===== config.mk =====
export PLATFORM = sky130hd
export DESIGN_NAME = fm_audio_interp
export DESIGN_NICKNAME = d
export VERILOG_FILES = /design/src/rtl/fm_audio_interp.sv
export SDC_FILE = /design/constraint.sdc
export NUM_CORES = 1
export LEC_CHECK = 0
export CORE_AREA = 2 2 127 129
export DETAILED_ROUTE_END_ITERATION = 7
export DIE_AREA = 0 0 129 131
export PLACE_DENSITY_LB_ADDON = 0.2
export SLEW_MARGIN = 20
export SYNTH_ARGS = -nofsm -noshare
export SYNTH_HDL_FRONTEND = slang
export SYNTH_SLANG_ARGS = --single-unit

===== constraint.sdc =====
create_clock -name clk -period 5.05 [get_ports clk]
set_input_delay 1.01 -clock clk [delete_from_list [all_inputs] [get_ports clk]]
set_output_delay 1.01 -clock clk [all_outputs]
set_load 0.005 [all_outputs]

===== src/rtl/fm_audio_interp.sv =====
// Audio-rate to clock-rate linear interpolator for the FM modulator's audio input.
// Samples arrive through a small FIFO; each segment spans 2^LOG2_RATIO clocks.
module fm_audio_interp #(
  parameter int LOG2_RATIO = 6,
  parameter int FIFO_DEPTH = 4
) (
  input  logic                          clk,
  input  logic                          rst_n,
  input  logic [15:0]                   s_data,
  input  logic                          s_valid,
  output logic                          s_ready,
  input  logic                          clr_underrun,
  output logic [15:0]                   audio,
  output logic                          underrun,
  output logic [$clog2(FIFO_DEPTH):0]   fifo_level
);

  localparam int L    = LOG2_RATIO;
  localparam int AW   = $clog2(FIFO_DEPTH);
  localparam int ACCW = 16 + L;

  typedef enum logic [1:0] {IDLE, RUN, STARVE} state_t;

  logic [15:0]             mem [FIFO_DEPTH];
  logic [AW-1:0]           wr_ptr, rd_ptr;
  logic [AW:0]             count;
  logic                    full, empty, push, pop;
  logic [15:0]             head;

  state_t                  state, state_n;
  logic [15:0]             nxt;
  logic signed [16:0]      delta;
  logic signed [ACCW-1:0]  acc;
  logic [L-1:0]            phase;
  logic                    set_ur;

  assign full       = (count == (AW+1)'(FIFO_DEPTH));
  assign empty      = (count == '0);
  assign push       = s_valid && !full;
  assign head       = mem[rd_ptr];
  assign s_ready    = !full;
  assign fifo_level = count;
  assign audio      = acc[ACCW-1:L];

  always_ff @(posedge clk) begin
    if (push) mem[wr_ptr] <= s_data;
  end

  always_ff @(posedge clk or negedge rst_n) begin
    if (!rst_n) begin
      wr_ptr <= '0;
      rd_ptr <= '0;
      count  <= '0;
    end else begin
      if (push) wr_ptr <= wr_ptr + AW'(1);
      if (pop)  rd_ptr <= rd_ptr + AW'(1);
      case ({push, pop})
        2'b10:   count <= count + (AW+1)'(1);
        2'b01:   count <= count - (AW+1)'(1);
        default: count <= count;
      endcase
    end
  end

  always_comb begin
    state_n = state;
    pop     = 1'b0;
    set_ur  = 1'b0;
    case (state)
      IDLE, STARVE: begin
        if (!empty) begin
          pop     = 1'b1;
          state_n = RUN;
        end
      end
      RUN: begin
        if (&phase) begin
          if (!empty) begin
            pop = 1'b1;
          end else begin
            state_n = STARVE;
            set_ur  = 1'b1;
          end
        end
      end
      default: state_n = IDLE;
    endcase
  end

  always_ff @(posedge clk or negedge rst_n) begin
    if (!rst_n) begin
      state    <= IDLE;
      nxt      <= '0;
      delta    <= '0;
      acc      <= '0;
      phase    <= '0;
      underrun <= 1'b0;
    end else begin
      state <= state_n;
      // acc lands exactly on nxt*R at the last phase, so the new delta is taken from nxt
      if (pop) begin
        nxt   <= head;
        delta <= $signed({head[15], head}) - $signed({nxt[15], nxt});
      end
      if (state == RUN) begin
        acc   <= acc + ACCW'(delta);
        phase <= phase + L'(1);
      end else if (pop) begin
        phase <= '0;
      end
      if (set_ur)            underrun <= 1'b1;
      else if (clr_underrun) underrun <= 1'b0;
    end
  end

endmodule


# Word level (Yosys, flattened, before mapping)
# Memories as Yosys holds them, arrays and structs flattened.
# Index checks and enable logic that the tools add are counted.
# word_totals
elab_cells	52
ram_bits	64
latchBits	0
ff_bits	71
output_inout_bits	21
rom_bits	0
n_memories	1
inputBits	20
# mem_list
memory	words	word_bits	read_ports	rd_clocked_by_memory_dff	write_ports	line_no	rtl
mem	4	16	1	0	1	24	logic [15:0] mem [FIFO_DEPTH];
# classes
n_div	0
n_reduce_logical	10
multipliers	0
shift	0
n_addsub	7
n_mux	17
n_lt_le_gt_ge	0
bitwise_logic	0
n_eq_ne	8
# ops
operator	count
$add A22 B17 Y22	1
$sub A16 B16 Y17	1
$mux W6	2
$mux W1	9
$add A6 B1 Y6 const B	1
$mux W2	3
$ne A2 B2 Y1 const B	3
$pmux W3 S2	1
$reduce_and A6 Y1	1
$reduce_bool A2 Y1	3
$add A2 B1 Y2 const B	2
$eq A2 B1 Y1 const B	2
$eq A2 B2 Y1 const B	2
$pmux W2 S2	1
$add A3 B1 Y3 const B	1
$eq A3 B3 Y1 const B	1
$logic_not A3 Y1	1
$reduce_and A3 Y1	1
$sub A3 B1 Y3 const B	1
$logic_not A2 Y1	1
$pmux W1 S2	1
$reduce_or A2 Y1	1
$logic_and A1 B1 Y1	1
$logic_not A1 Y1	1

# Logic depth before layout (Yosys ltp)
# Gate-level depths: netlist (run 1).
# logic_depth
depth_word	6
mapped_depth	13

# Worst setup path before layout (run 1)
# Ideal clock, no wire load.
# synth_timing
kind	register to register
startpoint	reg rd_ptr[0]
endpoint	reg delta[16]
path_stages_with_launch	12
setup_slack_ps	2096
synth_period_minus_slack_ps	2954
arrival_ps	2872
required_ps	4968
path_cell_list	dfrtp_1 > buf_2 > buf_2 > mux4_2 > ha_1 > o21ai_1 > a21boi_1 > o41ai_1 > nand2b_1 > a31oi_1 > o211ai_1 > a31oi_1
# synth_via
elab_chain_len	2
# synth_lines
element	line_no	rtl
start: declaration	25	logic [AW-1:0] wr_ptr, rd_ptr;
start signal: assignment	56	if (pop) rd_ptr <= rd_ptr + AW'(1);
$mem_v2 Z4 W16	-	
named net head[3]	28	logic [15:0] head;
$sub A16 B16 Y17	103	delta <= $signed({head[15], head}) - $signed({nxt[15], nxt});
end signal: assignment	103	
end: declaration	32	logic signed [16:0] delta;
# The timed path passes the listed nets, and every way through them passes these cells.
# A chain may end at the register's enable or synchronous reset.

# Final worst setup path (run 1)
# layout_timing
startpoint	reg rd_ptr[0]
endpoint	reg delta[12]
# Same word-level chain as after synthesis.

==> flow_summary_export.csv, run 1 <==
group,metric,value,unit
cells_and_area,drive_gt1_frac,0.0892,
yosys,yosysUniqueCellTypes,52,
cts,cts_resized,0,
place,post-dp-hpwl,8.69,mm
critical_path,cp.required,5.33,ns
critical_path,critPathLaunch,"rd_ptr[0]",
drt,vias_per_cell,5.15,
drt,drtAntennaViolNets,0,
floorplan,coreArea,15600,µm²
power,power.switching,2220,µW
power,pwr-share-comb,0.482,
critical_path,worstPathArrival,3.76,ns
drt,drt_first_pass_iters,4,
sta,rsz0062_at_grt,"no",
floorplan,ios,41,
hold_path,hold_start,"acc[21]",
drt,routed_wl,12.6,mm
run_status,outcome,"finished clean",
cells_and_area,fin_util,0.511,
cts,clk_pin_slew,0.06,ns
sta,setup_violations,0,
power,pwr-share-seq,0.304,
yosys,synth_fp_nets,663,
cts,clkLatencyLatePin,0.41,ns
global_routing,gr-total-overflow,0,
place,io_buffer_count,40,
cells_and_area,syn_to_final_growth,16.2,%
sta,finClkSkew,0.00762,ns
yosys,yosys_warnings,0,
floorplan,dieArea,16900,µm²
global_routing,antenna_found_initial,0,
yosys,ys.flop_type,"dfrtp_1",
floorplan,die_h,131,µm
critical_path,regToRegSetupSlack,1.57,ns
floorplan,start_util,0.440,
drt,drt-wirelength-per-cell,14.7,µm
sta,worst_pin_slew,0.918,ns
drt,post-route-drc-count,0,
yosys,synth_edf_count,64,
place,gp_congestion,0.845,
yosys,synth_area,6860,µm²
power,pwr-share-clk,0.214,
global_routing,grt_util_all_layers,0.166,
yosys,ys_ff_latch,135,
cts,cts.sinks,135,
sta,period_share,0.690,
yosys,async_flop_share,0.526,
sta,hold_viol,0,
power,leakagePower,0.00322,µW
sta,setup-tns-final,0,ns
critical_path,start_kind,"flip-flop",
cells_and_area,final-instance-count-excl-fill,855,
cells_and_area,nets,692,
sta,fmax,287,MHz
critical_path,crit_fanout,11,
floorplan,rows,46,
cts,tritoncts,"built",
hold_path,worstHoldPathType,"flip-flop to flip-flop",
critical_path,rr_startpoint,"rd_ptr[0]",
cts,cts_buffer_depth,2,
global_routing,grt_max_degree,72,
drt,vias,4399,
critical_path,critPathKind,"flip-flop to flip-flop",
cts,cts-root-buf,"clkbuf_16",
sta,relSlewSlack,0.388,
cts,cts_hold_buf,0,
cells_and_area,nFillCells,1387,
drt,drt_iter0_drc,253,
power,switching_share,0.379,
cells_and_area,diodes,0,
cts,cts_setup_buffers,0,
job,max-cap-violations,0,
place,place_inst,823,
global_routing,grt_pass1_wl,21.7,mm
sta,min_period,3.48,ns
critical_path,critPathCaptureType,"flip-flop",
power,cellPowerDensity,735,nW/µm²
cts,cts_buffers,17,
global_routing,grt_pass1_vias,4485,
yosys,syn_inst,597,
sta,drv_slew,0,
yosys,yosysSeqAreaShare,0.539,
power,peakVddDrop,0.311,mV
floorplan,die_w,129,µm
yosys,synth_area_per_cell,11.5,µm²
cts,htree_levels,4,
power,power.internal,3640,µW
-- cells in the mapped netlist, types with 16 or more instances --
cell / number / share of area
a21oi_1: 24 / 0.018
buf_4: 16 / 0.018
dfrtp_1: 71 / 0.26
edfxtp_1: 64 / 0.28
ha_1: 43 / 0.078
inv_1: 35 / 0.019
mux4_2: 16 / 0.053
nand2_1: 73 / 0.040
nor2_1: 27 / 0.015
o21ai_0: 55 / 0.040
xor2_1: 18 / 0.023
-- worst max-delay path: stages (launching register included) --
cell and delay, ns:
dfrtp_1 0.73, buf_4 0.32, mux4_2 0.55, ha_1 0.33, o21ai_1 0.13, a21boi_1 0.15
o41ai_1 0.44, nand2b_1 0.17, a31oi_1 0.28, xor2_1 0.16, o21ai_0 0.09
-- registers in the layout, summed over array words and instances (netlist names) --
signal	count
acc	22
delta	17
fifo_level	3
mem	64
nxt	16
phase	6
rd_ptr	2
state	2
underrun	1
wr_ptr	2
-- metrics by stage --
step | hold WS, ns | total power, µW | setup WS (ns) | instance area [µm²]
finish | 0.464 | 5860 | 1.57 | 7970
global placement | 0.456 | 4530 | 1.63 | 7360
CTS | 0.468 | 5910 | 1.53 | 7970
floorplan | 0.443 | 3970 | 2.10 | 6860
detailed placement | 0.456 | 4620 | 1.58 | 7360
global route | 0.483 | 6390 | 1.22 | 7970
-- area by class of cell --
| type | count | area [µm²] | share of cell area |
|---|---|---|---|
| Inverter | 36 | 135 | 0.0170 |
| Clock inverter | 13 | 171 | 0.0215 |
| Multi-Input combinational cell | 393 | 2840 | 0.356 |
| Sequential cell | 135 | 3700 | 0.464 |
| Tap cell | 216 | 270 | 0.0339 |
| Timing Repair Buffer | 43 | 420 | 0.0528 |
| Clock buffer | 19 | 433 | 0.0543 |
-- layout by cell type, fill, tap and decap left out, types with 13 or more instances in the layout --
| master | netlist | final |
|---|---|---|
| dfrtp_1 | 71 | 71 |
| clkdlybuf4s50_1 | 0 | 39 |
| xnor2_1 | 15 | 15 |
| ha_1 | 43 | 43 |
| inv_1 | 35 | 35 |
| xor2_1 | 18 | 18 |
| clkbuf_16 | 0 | 17 |
| nor2_1 | 27 | 27 |
| edfxtp_1 | 64 | 64 |
| o21ai_1 | 13 | 13 |
| a21oi_1 | 24 | 24 |
| o21ai_0 | 55 | 55 |
| a21o_1 | 13 | 13 |
| mux4_2 | 16 | 16 |
| nand2_1 | 73 | 73 |
-- power groups by stage --
stage	Combinational [µW]	Sequential, µW	Clock [µW]
3_3_place_gp	2740	1790	0
2_1_floorplan	2270	1690	0
6_report	2820	1780	1250
5_1_grt	3220	1840	1330
3_5_place_dp	2810	1810	0
4_1_cts	2830	1790	1280
-- layer usage --
layer / global-route usage / vias up / wire (µm)
met4: 0.0601 / 0 / 193
met5: 0 / - / 0
met1: 0.208 / 2125 / 5970
li1: - / 2193 / -
met3: 0.0415 / 19 / 376
met2: 0.280 / 62 / 6060
-- cells by family after synthesis --
kind of cell,synth area share
simple gates,0.0992
compound gates,0.130
flops,0.539
buf+inv,0.0469
fa+ha+maj,0.0872
xor+xnor,0.0421
mux,0.0556
-- worst paths after layout --
path / to / depth (start not counted)
worst max register to register: delta[12] / 10
worst min register to register: acc[21] / 1
max in group asynchronous: delta[12] / 1
worst min-delay path: acc[21] / 1
min in group asynchronous: acc[0] / 1
worst max-delay path: delta[12] / 10
No activity file was read; power rests on OpenSTA's default activity.
==> run 2, diff against run 1 <==
- clock period: 5.05 -> 3.6 ns (I/O delays scaled with it)
==> run 2 against run 1 <==
  * Routed wire length is 0.97% lower
  * Count of clock-buffer cells in the layout is 1 lower
  * Via count is 0.18% lower
  * First-iteration DRC count is 21% lower
  * Clock skew is 0.0010 ns higher
  * Cell count is 0.35% higher
  * Global-route usage is 0.14 points lower
  * Cell area is 0.17% higher
  * Clock power is 38% higher
  * Core utilization is 0.088 points higher
  * Largest cell class unchanged
==> flow_summary_export.csv, run 2 (synthesis gave the netlist of run 1 again) <==
group,metric,value,unit
place,post-dp-hpwl,8.64,mm
floorplan,ios,41,
cells_and_area,largest_reg_flops,64,
global_routing,antenna_found_initial,0,
run_status,outcome,"finished clean",
job,max-cap-violations,0,
power,power.internal,5050,µW
cts,cts_buffer_depth,2,
power,leakagePower,0.00322,µW
cells_and_area,syn_to_final_growth,16.4,%
floorplan,coreArea,15600,µm²
power,switching_share,0.381,
cells_and_area,design_area,7980,µm²
place,io_buffer_count,40,
sta,worst_pin_slew,0.917,ns
drt,drt_iter0_drc,200,
global_routing,grt_util_all_layers,0.164,
drt,routed_wl,12.5,mm
cts,cts_resized,0,
cts,cts.sinks,135,
drt,vias_per_cell,5.12,
critical_path,critPathKind,"flip-flop to flip-flop",
power,pwr-share-clk,0.213,
sta,min_period,3.18,ns
sta,setup-tns-final,0,ns
cells_and_area,drive_gt1_frac,0.0966,
cts,cts_hold_buf,0,
cells_and_area,layout_common_cells,"73 x nand2_1, 71 x dfrtp_1, 64 x edfxtp_1",
cts,htree_levels,4,
critical_path,worstPathArrival,3.52,ns
power,pwr-share-seq,0.302,
cts,cts-root-buf,"clkbuf_16",
cells_and_area,final_common_cell,"nand2_1",
sta,fmax,314,MHz
global_routing,grt_pass1_vias,4432,
cells_and_area,nFillCells,1386,
floorplan,die_h,131,µm
cts,tritoncts,"built",
power,power.switching,3110,µW
cts,clkLatencyLatePin,0.42,ns
floorplan,rows,46,
drt,drt-wirelength-per-cell,14.5,µm
floorplan,start_util,0.440,
sta,period_share,0.884,
sta,hold_viol,0,
sta,rsz0062_at_grt,"no",
critical_path,critPathCaptureType,"flip-flop",
power,pwr-share-comb,0.485,
place,post_dp_cell_area,7390,µm²
cells_and_area,regMostFlops,"mem",
drt,drtAntennaViolNets,0,
cts,cts_buffers,17,
sta,fin_ws,0.418,ns
place,gp_congestion,0.816,
drt,vias,4391,
place,post-place-ws,0.432,ns
global_routing,gr-total-overflow,0,
power,peakVddDrop,0.553,mV
sta,drv_slew,0,
sta,finClkSkew,0.00864,ns
critical_path,cp.required,3.94,ns
cells_and_area,reg_top3,"mem x64, acc x22, delta x17",
global_routing,grt_max_degree,72,
cells_and_area,diodes,0,
cells_and_area,fin_util,0.512,
sta,relSlewSlack,0.389,
drt,post-route-drc-count,0,
cts,cts_setup_buffers,0,
floorplan,dieArea,16900,µm²
floorplan,die_w,129,µm
cells_and_area,nets,695,
cts,clk_pin_slew,0.06,ns
drt,drt_first_pass_iters,5,
hold_path,worstHoldPathType,"primary input to asynchronous set/reset pin",
sta,setup_violations,0,
power,cellPowerDensity,1020,nW/µm²
critical_path,crit_fanout,4,
critical_path,start_kind,"flip-flop",
global_routing,grt_pass1_wl,21.4,mm
## run 2: cell types whose count changed in the layout (fill, tap and decap cells not counted), sizes merged
cell      delta
inv          +3
clkbuf       -1
clkinvlp     +1
clkinv       -2
bufinv       -1
buf          +3
## run 2: per-layer routing
metal / up-vias / part of all wire / global-route usage
li1: 2205 / - / -
met1: 2109 / 0.48 / 0.212
met2: 59 / 0.47 / 0.266
met3: 18 / 0.029 / 0.0371
met4: 0 / 0.020 / 0.0767
met5: - / 0 / 0
## run 2: area by class of cell
class | instances | area, µm² | share of cell area
flip-flops and latches | 135 | 3700 | 0.463
multi-input cells | 393 | 2840 | 0.356
repair buffers | 46 | 443 | 0.0555
well taps | 216 | 270 | 0.0339
clock buffers | 18 | 429 | 0.0538
clock inverters | 14 | 164 | 0.0205
inverters | 36 | 135 | 0.0169
## run 2: power by group through the flow
stage / Sequential (µW) / Clock (µW) / Combinational [µW]
global route: 2540 / 1850 / 4510
finish: 2470 / 1730 / 3960
global placement: 2480 / 0 / 3880
detailed placement: 2510 / 0 / 3960
floorplan: 2380 / 0 / 3190
CTS: 2480 / 1780 / 3990
## run 2: through the flow
stage | power (µW) | std cells | hold slack [ns]
2_1_floorplan | 5570 | 597 | 0.424
3_3_place_gp | 6360 | 826 | 0.456
3_5_place_dp | 6470 | 826 | 0.471
4_1_cts | 8250 | 858 | 0.480
5_1_grt | 8900 | 858 | 0.510
6_report | 8160 | 858 | 0.437
## run 2: worst max-delay path, stage by stage (launching register included)
cell and delay [ns]:
dfrtp_1 0.45, mux4_2 0.56, ha_1 0.35, nor2b_1 0.15, o21ai_1 0.16, a21boi_1 0.15, o41ai_1 0.47, nand2b_1 0.17
a31oi_1 0.31, o211ai_1 0.15, a31oi_1 0.19
## run 2: final timing paths
kind | from | end | slack, ns | cells after the start
max | rd_ptr[0] | delta[16] | 0.42 | 10
min | rst_n | phase[4] | 0.44 | 1
max reg2reg | rd_ptr[0] | delta[16] | 0.42 | 10
min reg2reg | acc[21] | acc[21] | 0.47 | 1
max in group asynchronous | rst_n | acc[13] | 2.57 | 1
min in group clk | acc[21] | acc[21] | 0.47 | 1
==> run 3, diff against run 2 <==
- GPL_ROUTABILITY_DRIVEN: unset -> 0
==> results of run 3 <==
Same layout as run 2: the final DEF is identical, and so are final timing and power.
